===== config.mk =====
export PLATFORM = sky130hd
export DESIGN_NAME = mc_sequencer
export DESIGN_NICKNAME = d
export VERILOG_FILES = /design/src/rtl/mc_sequencer.sv
export SDC_FILE = /design/constraint.sdc
export NUM_CORES = 1
export LEC_CHECK = 0
export CORE_AREA = 2 2 59 61
export CTS_BUF_LIST = sky130_fd_sc_hd__clkbuf_4 sky130_fd_sc_hd__clkbuf_8 sky130_fd_sc_hd__clkbuf_16
export CTS_CLUSTER_DIAMETER = 50
export CTS_CLUSTER_SIZE = 25
export DETAILED_ROUTE_END_ITERATION = 8
export DIE_AREA = 0 0 61 63
export PLACE_DENSITY_LB_ADDON = 0.15
export SYNTH_ARGS = -nofsm -noshare
export SYNTH_HDL_FRONTEND = slang
export SYNTH_SLANG_ARGS = --single-unit

===== constraint.sdc =====
create_clock -name clk -period 1.9 [get_ports clk]
set_input_delay 0.38 -clock clk [delete_from_list [all_inputs] [get_ports clk]]
set_output_delay 0.38 -clock clk [all_outputs]
set_load 0.02 [all_outputs]

===== src/rtl/mc_sequencer.sv =====
// Multi-cycle instruction sequencer for the 16-bit CPU: walks IFETCH/IDEC/EXEC/MEM/WB,
// handles memory wait states with a timeout fault, interrupt entry, HALT and instret.
module mc_sequencer #(
  parameter int SKIP_MEM = 0,
  parameter int TIMEOUT  = 15,
  parameter int TMO_W    = 4,
  parameter int CNT_W    = 16
) (
  input  logic             clk,
  input  logic             rst,
  input  logic             cls_load,
  input  logic             cls_store,
  input  logic             cls_nowb,
  input  logic             cls_halt,
  input  logic             mem_ack,
  input  logic             irq,
  input  logic             irq_mask,
  output logic             mem_req,
  output logic             mem_we,
  output logic             mem_ifetch,
  output logic             load_ir,
  output logic             load_npc,
  output logic             load_ops,
  output logic             load_alu,
  output logic             load_lmd,
  output logic             load_pc,
  output logic             reg_we,
  output logic             irq_take,
  output logic             fault,
  output logic [2:0]       state,
  output logic [CNT_W-1:0] instret
);

  typedef enum logic [2:0] {
    S_IDLE   = 3'd0,
    S_IFETCH = 3'd1,
    S_IDEC   = 3'd2,
    S_EXEC   = 3'd3,
    S_MEM    = 3'd4,
    S_WB     = 3'd5,
    S_HALT   = 3'd6,
    S_FAULT  = 3'd7
  } state_t;

  localparam logic [TMO_W-1:0] LIMIT = TMO_W'(TIMEOUT);

  state_t           r_state;
  state_t           w_next;
  logic [TMO_W-1:0] r_wait;
  logic [CNT_W-1:0] r_instret;
  logic             w_memop;
  logic             w_skip;
  logic             w_limit;
  logic             w_retire;
  logic             w_done;
  logic             w_irq_ok;

  assign w_memop  = cls_load | cls_store;
  // MEM is bypassed only for plain register-writing ops when the fast path is built in
  assign w_skip   = (SKIP_MEM != 0) && !w_memop && !cls_nowb;
  assign w_limit  = (TIMEOUT != 0) && (r_wait == LIMIT);
  assign w_irq_ok = irq & ~irq_mask;

  assign state   = r_state;
  assign instret = r_instret;

  always_comb begin
    w_next     = r_state;
    w_retire   = 1'b0;
    w_done     = 1'b0;
    mem_req    = 1'b0;
    mem_we     = 1'b0;
    mem_ifetch = 1'b0;
    load_ir    = 1'b0;
    load_npc   = 1'b0;
    load_ops   = 1'b0;
    load_alu   = 1'b0;
    load_lmd   = 1'b0;
    load_pc    = 1'b0;
    reg_we     = 1'b0;
    irq_take   = 1'b0;
    fault      = 1'b0;
    case (r_state)
      S_IDLE: w_next = S_IFETCH;
      S_IFETCH: begin
        mem_req    = 1'b1;
        mem_ifetch = 1'b1;
        if (mem_ack) begin
          load_ir  = 1'b1;
          load_npc = 1'b1;
          w_next   = S_IDEC;
        end else if (w_limit) begin
          w_next = S_FAULT;
        end
      end
      S_IDEC: begin
        load_ops = 1'b1;
        w_next   = cls_halt ? S_HALT : S_EXEC;
      end
      S_EXEC: begin
        load_alu = 1'b1;
        w_next   = w_skip ? S_WB : S_MEM;
      end
      S_MEM: begin
        if (w_memop) begin
          mem_req = 1'b1;
          mem_we  = cls_store;
          if (mem_ack) begin
            load_lmd = cls_load;
            w_done   = 1'b1;
          end else if (w_limit) begin
            w_next = S_FAULT;
          end
        end else begin
          w_done = 1'b1;
        end
        if (w_done) begin
          load_pc = 1'b1;
          if (cls_nowb) begin
            w_next   = S_IFETCH;
            w_retire = 1'b1;
          end else begin
            w_next = S_WB;
          end
        end
      end
      S_WB: begin
        reg_we   = 1'b1;
        load_pc  = w_skip;
        w_next   = S_IFETCH;
        w_retire = 1'b1;
      end
      S_HALT: begin
        if (w_irq_ok) begin
          irq_take = 1'b1;
          w_next   = S_IFETCH;
        end
      end
      S_FAULT: fault = 1'b1;
      default: w_next = S_IDLE;
    endcase
    // Interrupts are only taken at an instruction boundary
    if (w_retire && w_irq_ok) irq_take = 1'b1;
  end

  always_ff @(posedge clk or negedge rst) begin
    if (!rst) begin
      r_state   <= S_IDLE;
      r_wait    <= '0;
      r_instret <= '0;
    end else begin
      r_state <= w_next;
      if ((w_next == S_IFETCH || w_next == S_MEM) && (w_next != r_state)) begin
        r_wait <= '0;
      end else if (mem_req && !mem_ack && (r_wait != '1)) begin
        r_wait <= r_wait + 1'b1;
      end
      if (w_retire) r_instret <= r_instret + 1'b1;
    end
  end

endmodule


==> results of run 1 <==
power by group through the flow:
| stage | Sequential (mW) | Combinational (mW) | Clock (mW) |
|---|---|---|---|
| after floorplan | 0.826 | 0.746 | 0 |
| after global placement | 0.714 | 1.53 | 0 |
| after detailed placement | 0.714 | 1.55 | 0 |
| after CTS | 0.712 | 1.51 | 0.239 |
| after global routing | 0.740 | 1.78 | 0.261 |
| final | 0.721 | 1.65 | 0.228 |
repair_timing:
action	in CTS	in global routing
setup endpoints to repair	17	21
resized for setup	33	40
pin swaps	2	6
hold buffers	0	0
setup buffers	0	1
registers in the layout, indices dropped and copies added, names as in the netlist:
name	flops
state	3
instret	16
r_wait	4
logic make-up (layout without fill, tap and decap cells):
family / Yosys count / after routing / synth area share [%]
multiplexers: 1 / 1 / 0.855
AO/OA/AOI/OAI: 23 / 23 / 13.9
AND/OR/NAND/NOR: 60 / 60 / 25.0
buffers and inverters: 9 / 68 / 3.33
XOR/XNOR: 17 / 17 / 11.3
adder cells (fa/ha/maj): 2 / 2 / 1.90
flip-flops: 23 / 23 / 43.7
metal layers:
metal / part of all wire [%] / global-route usage, % / vias up
met5: 0 / 0 / -
met4: 2.8 / 6.25 / 0
met3: 4.7 / 3.93 / 8
met2: 51 / 29.3 / 35
met1: 41 / 22.7 / 595
li1: - / - / 593
area by class of cell:
type	instances	area share, %
Timing Repair Buffer	60	26.1
Tap cell	46	2.89
Clock buffer	3	1.13
Multi-Input combinational cell	103	39.7
Clock inverter	1	0.377
Inverter	4	0.755
Sequential cell	23	29.0
cell usage in the layout, fill, tap and decap left out, types with 2 or more instances in the layout:
cell type         n
dfrtp_1          22
xnor2_1          10
nand2b_4          3
nand4_1           4
a21oi_1           6
nor2_1           10
o21ai_0           4
nand2_1          12
clkdlybuf4s50_1  21
buf_4            19
xor2_1            7
buf_6             4
or3_1             2
and2_1            2
dlymetal6s2s_1    5
buf_2             3
nor2_4            2
clkbuf_4          3
inv_1             4
nor2b_2           2
clkbuf_2          7
and4_1            2
and3_1            7
nand3_1           6
Yosys cell counts, types with 3 or more instances:
master / count / area share, %
nand2b_1: 4 / 1.9
dfrtp_1: 23 / 44
xor2_1: 7 / 4.7
nand4_1: 4 / 1.9
nor2_1: 12 / 3.4
a21oi_1: 7 / 2.7
and3_1: 7 / 3.3
o21ai_0: 4 / 1.5
or3_1: 3 / 1.4
xnor2_1: 10 / 6.7
nand2_1: 12 / 3.4
inv_1: 4 / 1.1
nand3_1: 6 / 2.3
path summary, 6_finish.rpt:
path | from | to | depth (start not counted)
worst max register to register | state[2] | r_wait[1] | 5
min in group clk | instret[15] | instret[15] | 1
worst max-delay path | cls_store | r_wait[1] | 7
worst min register to register | instret[15] | instret[15] | 1
max in group asynchronous | rst | state[2] | 2
worst min-delay path | rst | instret[10] | 2
stage by stage:
| step | util, % | hold WS, ns | area (um2) | setup WS, ns | cells |
|---|---|---|---|---|---|
| global route | 61.6 | 0.406 | 1990 | -0.0711 | 240 |
| global placement | 58.4 | 0.464 | 1890 | -0.361 | 235 |
| detailed placement | 58.4 | 0.474 | 1890 | -0.378 | 235 |
| floorplan | - | 0.0844 | 1320 | 0.0198 | 135 |
| CTS | 58.9 | 0.406 | 1900 | -0.0111 | 239 |
| finish | 61.6 | 0.405 | 1990 | -0.0233 | 240 |
worst reg2reg max path: stages (launching register included):
cell	delay (ns)
dfrtp_2	0.47
buf_6	0.15
a211o_1	0.27
a221o_1	0.35
o41ai_4	0.46
a21oi_1	0.08
==> impl_metrics.csv, run 1 <==
group,metric,value,unit
status,status,"complete, but fails checks",
status,failed_checks,"negative setup slack",
finish,nets,206,
detailed_routing,avgViaCountPerCell,5.13,
detailed_routing,num_vias,1231,
power_and_ir_drop,power_frac_comb,63.5,%
die,die_y,63,um
cts,htreeDepth,1,
cts,path_clk_slew,0.13,ns
power_and_ir_drop,peakVddDrop,992,uV
setup_path,path_class,"in -> reg",
finish,drive_above_1_share,31.4,%
setup_path,required,2.09,ns
timing,max_slew.worst_pin.slew,0.428,ns
synthesis,synth_seq_area_share,43.7,%
die,io_pins,40,
timing,setup_viol,3,
run,maxCapViolCount,0,
detailed_routing,routedWlPerCell,14.1,um
setup_path,crit_chain,"clkdlybuf4s50_1 -> buf_4 -> nor2_4 -> o21ai_2 -> a221o_1 -> o41ai_4 -> a21oi_1",
synthesis,ys_dominant_reg_cell,"dfrtp_1",
synthesis,synth_cells,135,
power_and_ir_drop,p_seq_share,27.8,%
die,num_rows,21,
timing,relSlewSlack,71.4,%
finish,antenna_cells,0,
power_and_ir_drop,cellLeakagePower,0.970,nW
power_and_ir_drop,clock_power_share,8.8,%
setup_path,critPathMaxStageDelay,0.46,ns
die,fp.coreArea,0.00323,mm2
cts,cts_buffer_depth,2,
detailed_routing,drt-total-wl,3380,um
finish,multi_input_area,791,um2
global_route,grt_overflow,0,
min_path,hold_path.class,"in -> async",
synthesis,syn_area,0.00132,mm2
setup_path,crit_path_top_delay_cell,"o41ai_4",
setup_path,critPathBufInv,2,
power_and_ir_drop,power,2.60,mW
setup_path,end_kind,"flip-flop",
global_route,grt_max_degree,24,
timing,fin_setup_tns,-0.0262,ns
detailed_routing,ant_nets,0,
synthesis,synth-edff-count,0,
die,start_util,40.7,%
cts,cts_tree,"yes",
timing,period_needed,1.92,ns
detailed_routing,drtPass1Iterations,4,
timing,setup_ws,-0.0233,ns
power_and_ir_drop,switching_share,43.5,%
die,die_x,61,um
cts,root_buffer,"clkbuf_4",
finish,area_growth,51.1,%
placement,dp_hpwl,2410,um
synthesis,synth-seq-cells,23,
timing,slew_violations,0,
timing,rsz0062_at_grt,"yes",
synthesis,ys_warn_count,0,
power_and_ir_drop,p_sw,1.13,mW
global_route,grt_pass1_vias,1188,
power_and_ir_drop,power_density,1300,mW/mm2
setup_path,startpoint_type,"primary input",
timing,fin_crit_sh,101,%
detailed_routing,drc,0,
timing,finalHoldViolCount,0,
cts,insertion_delay,0.31,ns
global_route,grt_pass1_wl,5310,um
synthesis,synthArstFlopShare,100,%
synthesis,avgSynthCellArea,9.75,um2
global_route,grt_use_total,17.9,%
setup_path,cp_max_fo,4,
global_route,grt_antenna_before_repair,0,
placement,numPortBuffers,39,
timing,fmax,520,MHz
synthesis,syn_nets,146,
setup_path,rrSetupSlack,0,ns
placement,gp_congestion,0.832,
detailed_routing,drt_iter0_drc,42,
setup_path,crit_family,"compound AO/OA/AOI/OAI gates",
cts,cts_sinks,23,
die,die_area,0.00384,mm2
setup_path,worstPathArrival,2.11,ns
timing,finClkSkew,0.00511,ns
synthesis,synth.distinct_cells,39,
finish,fillers,311,
cts,cts_made_buffers,3,
finish,seqCellArea,577,um2
power_and_ir_drop,p_int,1.47,mW
No activity file was read; power rests on OpenSTA's default activity.
==> inputs of run 2 (changes only) <==
--- a/config.mk
+++ b/config.mk
@@ -12,6 +12,7 @@
 export DETAILED_ROUTE_END_ITERATION = 8
 export DIE_AREA = 0 0 61 63
 export PLACE_DENSITY_LB_ADDON = 0.15
+export REMOVE_ABC_BUFFERS = 1
 export SYNTH_ARGS = -nofsm -noshare
 export SYNTH_HDL_FRONTEND = slang
 export SYNTH_SLANG_ARGS = --single-unit
==> impl_metrics.csv, run 2 (synthesis results as in run 1) <==
group,metric,value,unit
timing,timing.hold.ws,0.412,ns
placement,numPortBuffers,39,
finish,antenna_cells,0,
cts,cts_made_buffers,3,
setup_path,required,2.10,ns
cts,postCtsSetupRepairBufs,0,
finish,area_growth,50.1,%
timing,max_slew.worst_pin.slew,0.366,ns
finish,largest_reg_flops,16,
power_and_ir_drop,cellLeakagePower,0.993,nW
power_and_ir_drop,power_frac_comb,63.0,%
die,die_y,63,um
die,num_rows,21,
cts,cts_sinks,23,
finish,layout_common_cells,"buf_4 (27), dfrtp_1 (23), clkdlybuf4s50_1 (22)",
die,die_x,61,um
finish,layout_commonest_cell,"buf_4",
placement,gp_congestion,0.805,
finish,nets,213,
timing,period_needed,1.85,ns
timing,fin_crit_sh,97.4,%
global_route,grt_overflow,0,
min_path,hold_path.class,"in -> async",
timing,relSlewSlack,75.5,%
power_and_ir_drop,switching_share,42.7,%
timing,slew_violations,0,
global_route,grt_pass1_wl,5260,um
placement,dp_slack,-0.391,ns
cts,root_buffer,"clkbuf_4",
setup_path,crit_family,"compound AO/OA/AOI/OAI gates",
timing,fmax,540,MHz
power_and_ir_drop,p_sw,1.08,mW
detailed_routing,num_vias,1243,
detailed_routing,drt_iter0_drc,54,
cts,path_clk_slew,0.13,ns
setup_path,cp_max_fo,4,
setup_path,worstPathArrival,2.05,ns
setup_path,startpoint_type,"primary input",
setup_path,crit_path_top_delay_cell,"clkdlybuf4s50_1",
timing,setup_ws,0.0485,ns
die,start_util,40.7,%
power_and_ir_drop,p_seq_share,28.2,%
power_and_ir_drop,clock_power_share,8.8,%
run,maxCapViolCount,0,
finish,drive_above_1_share,27.9,%
setup_path,crit_chain,"clkdlybuf4s50_1 -> nand2b_4 -> a211o_1 -> a221o_1 -> o41ai_4 -> a211oi_1",
detailed_routing,drtPass1Iterations,4,
cts,htreeDepth,1,
die,die_area,0.00384,mm2
cts,cts_tree,"yes",
timing,rsz0062_at_grt,"yes",
setup_path,critPathMaxStageDelay,0.50,ns
global_route,grt_pass1_vias,1200,
detailed_routing,drt-total-wl,3120,um
power_and_ir_drop,peakVddDrop,697,uV
setup_path,critical_path.startpoint,"irq",
die,io_pins,40,
die,fp.coreArea,0.00323,mm2
global_route,grt_use_total,17.4,%
detailed_routing,avgViaCountPerCell,5.03,
cts,cts_buffer_depth,2,
global_route,grt_max_degree,24,
detailed_routing,drc,0,
setup_path,path_class,"in -> reg",
setup_path,worstReg2RegStart,"state[2]",
global_route,grt_antenna_before_repair,0,
setup_path,critPathBufInv,1,
timing,finClkSkew,0.0144,ns
timing,finalHoldViolCount,0,
timing,setup_viol,0,
placement,dp_hpwl,2440,um
finish,fillers,299,
status,status,"finished clean",
power_and_ir_drop,power_density,1280,mW/mm2
power_and_ir_drop,p_int,1.46,mW
detailed_routing,ant_nets,0,
cts,insertion_delay,0.31,ns
timing,fin_setup_tns,0,ns
setup_path,end_kind,"flip-flop",
detailed_routing,routedWlPerCell,12.6,um
run 2: worst paths after layout:
path,slack [ns],end,cells after the start
min,0.41,instret[6],2
max reg2reg,0.07,instret[5],8
min in group clk,0.48,instret[15],1
max,0.05,r_wait[2],6
max in group asynchronous,1.25,state[1],2
min reg2reg,0.48,instret[15],1
run 2: layout make-up:
type | instances | area [um2] | share of cell area [%]
sequential | 23 | 576 | 29.1
clock buffer | 3 | 22.5 | 1.14
clock inverter | 1 | 7.51 | 0.380
tap | 46 | 57.6 | 2.91
multi-input combinational | 103 | 731 | 37.0
inverter | 4 | 15.0 | 0.760
timing repair buffer | 67 | 567 | 28.7
run 2: power by group through the flow:
stage / registers [mW] / clock network (mW) / logic, mW
2_1_floorplan: 0.881 / 0 / 0.651
3_3_place_gp: 0.710 / 0 / 1.60
3_5_place_dp: 0.721 / 0 / 1.62
4_1_cts: 0.713 / 0.235 / 1.61
5_1_grt: 0.731 / 0.257 / 1.73
6_report: 0.716 / 0.223 / 1.60
run 2: routing by layer:
metal	vias up	GRT usage [%]	share of wire, %
met5	-	0	0
met4	0	3.26	0.42
met3	2	3.73	4.6
met2	34	28.0	50
met1	598	23.9	45
li1	609	-	-
run 2: repair_timing:
action | CTS | global route
pin swaps | 1 | 7
hold buffers | 0 | 0
setup endpoints to repair | 16 | 18
endpoints found under the hold margin | 0 | 0
resized for setup | 36 | 22
run 2: per-stage QoR:
step                      cell area, um2  power, mW  std cells  util [%]
final                               1980       2.54        247      61.1
after floorplan                     1290       1.53        130         -
after detailed placement            1950       2.35        243      60.2
after global placement              1950       2.31        243      60.2
after global routing                1980       2.72        247      61.1
after CTS                           1980       2.56        247      61.1
==> inputs of run 3 (changes only) <==
--- a/config.mk
+++ b/config.mk
@@ -11,7 +11,7 @@
 export CTS_CLUSTER_SIZE = 25
 export DETAILED_ROUTE_END_ITERATION = 8
 export DIE_AREA = 0 0 61 63
-export PLACE_DENSITY_LB_ADDON = 0.15
+export PLACE_DENSITY = 0.78
 export REMOVE_ABC_BUFFERS = 1
 export SYNTH_ARGS = -nofsm -noshare
 export SYNTH_HDL_FRONTEND = slang
==> impl_metrics.csv, run 3 (synthesis results as in run 1) <==
group,metric,value,unit
finish,fin_area,0.00198,mm2
detailed_routing,drtPass1Iterations,4,
timing,relSlewSlack,77.2,%
global_route,grt_use_total,19.5,%
global_route,grt_pass1_wl,5890,um
detailed_routing,routedWlPerCell,13.6,um
finish,nets,211,
timing,period_needed,1.90,ns
finish,layout.cells.non_filler,245,
global_route,use_met1,25.7,%
die,fp.coreArea,0.00323,mm2
timing,slew_violations,0,
global_route,use_met3,5.59,%
setup_path,path_class,"in -> reg",
global_route,globalRouteMet2Util,31.6,%
cts,cts_made_buffers,3,
power_and_ir_drop,peakVddDrop,1100,uV
die,die_y,63,um
cts,root_buffer,"clkbuf_4",
cts,cts_buffer_depth,2,
cts,htreeDepth,1,
detailed_routing,drt_iter0_drc,58,
setup_path,end_kind,"flip-flop",
setup_path,crit_family,"compound AO/OA/AOI/OAI gates",
power_and_ir_drop,power_density,1320,mW/mm2
min_path,hold_path.class,"in -> async",
finish,largest_reg_flops,16,
global_route,grt_max_degree,24,
cts,path_clk_slew,0.12,ns
detailed_routing,num_vias,1253,
placement,numPortBuffers,39,
timing,max_slew.worst_pin.slew,0.340,ns
status,status,"finished clean",
detailed_routing,avgViaCountPerCell,5.11,
finish,layout_common_cells,"buf_4 (28), clkdlybuf4s50_1 (24), dfrtp_1 (23)",
setup_path,critPathMaxStageDelay,0.52,ns
placement,dp_slack,-0.383,ns
global_route,grt_antenna_before_repair,0,
placement,gp_congestion,0.875,
cts,cts_hold_repair.buffers,0,
cts,cts_sinks,23,
die,die_x,61,um
placement,place_area,0.00189,mm2
setup_path,critical_path.startpoint,"cls_store",
detailed_routing,drt-total-wl,3340,um
timing,finalHoldViolCount,0,
power_and_ir_drop,cellLeakagePower,0.955,nW
setup_path,startpoint_type,"primary input",
finish,drive_above_1_share,27.6,%
die,die_area,0.00384,mm2
cts,insertion_delay,0.31,ns
timing,setup_ws,0.00449,ns
timing,fin_crit_sh,99.8,%
finish,area_growth,50.5,%
timing,rsz0062_at_grt,"yes",
placement,dp_hpwl,2530,um
timing,fmax,528,MHz
detailed_routing,ant_nets,0,
setup_path,worstPathArrival,2.11,ns
finish,antenna_cells,0,
cts,cts_tree,"yes",
global_route,grt_pass1_vias,1291,
setup_path,worstReg2RegStart,"state[0]",
placement,post-place-cells,236,
global_route,busiest_layer,"met2",
setup_path,cp_max_fo,4,
die,io_pins,40,
global_route,grt_overflow,0,
setup_path,required,2.12,ns
setup_path,crit_chain,"clkdlybuf4s50_1 -> o21bai_1 -> buf_4 -> or3_1 -> a32oi_2 -> o41ai_4 -> a211oi_1",
finish,layout_commonest_cell,"buf_4",
detailed_routing,drc,0,
timing,finClkSkew,0.00228,ns
timing,setup_viol,0,
run,maxCapViolCount,0,
die,start_util,40.7,%
finish,fillers,278,
die,num_rows,21,
setup_path,critPathBufInv,2,
setup_path,crit_path_top_delay_cell,"clkdlybuf4s50_1",
## run 3: changes by cell type in the layout (fill, tap and decap cells not counted), moves of 2 or more
cell             previous run  this run
nor2_2                      0         2
clkdlybuf4s50_1            22        24
dlymetal6s2s_1              5         2
nor2_1                     12        10
buf_2                       7         2
## run 3: cell type report
class                           instances  area (um2)  share of cell area [%]
Multi-Input combinational cell        103         739                    37.3
Tap cell                               46        57.6                    2.91
Clock buffer                            4        30.0                    1.52
Timing Repair Buffer                   65         563                    28.4
Inverter                                4        15.0                   0.758
Sequential cell                        23         576                    29.1
## run 3: where the power goes
group          total [mW]  switching, mW  internal (mW)
clock               0.234          0.138         0.0963
combinational        1.67          0.852          0.820
sequential          0.713          0.118          0.595
total                2.62           1.11           1.51
## run 3: final timing paths
path | to | slack (ns) | depth (start not counted)
max in group asynchronous | instret[2] | 1.26 | 2
min in group clk | instret[15] | 0.48 | 1
min | instret[11] | 0.41 | 2
max | r_wait[2] | 0.004 | 7
max reg2reg | r_wait[2] | 0.04 | 6
min reg2reg | instret[15] | 0.48 | 1
## run 3: timing repair
| action | in CTS | in global routing |
|---|---|---|
| setup buffers | 3 | 2 |
| pin swaps | 2 | 3 |
| resized for setup | 41 | 20 |
| endpoints found under the setup margin | 17 | 16 |
## run 3: through the flow
stage | total power [mW] | TNS [ns] | hold slack [ns] | utilization, %
after floorplan | 1.53 | -0.0756 | 0.0844 | -
after global placement | 2.24 | -4.68 | 0.461 | 58.6
after detailed placement | 2.27 | -5.80 | 0.469 | 58.6
after CTS | 2.55 | -0.00313 | 0.415 | 59.9
after global routing | 2.81 | -0.226 | 0.414 | 61.3
final | 2.62 | 0 | 0.410 | 61.3
## run 3: routing by layer
layer | up-vias | wire, um | share of wire (%)
li1 | 605 | - | -
met1 | 610 | 1420 | 42
met2 | 32 | 1730 | 52
met3 | 6 | 146 | 4.4
met4 | 0 | 43 | 1.3
met5 | - | 0 | 0
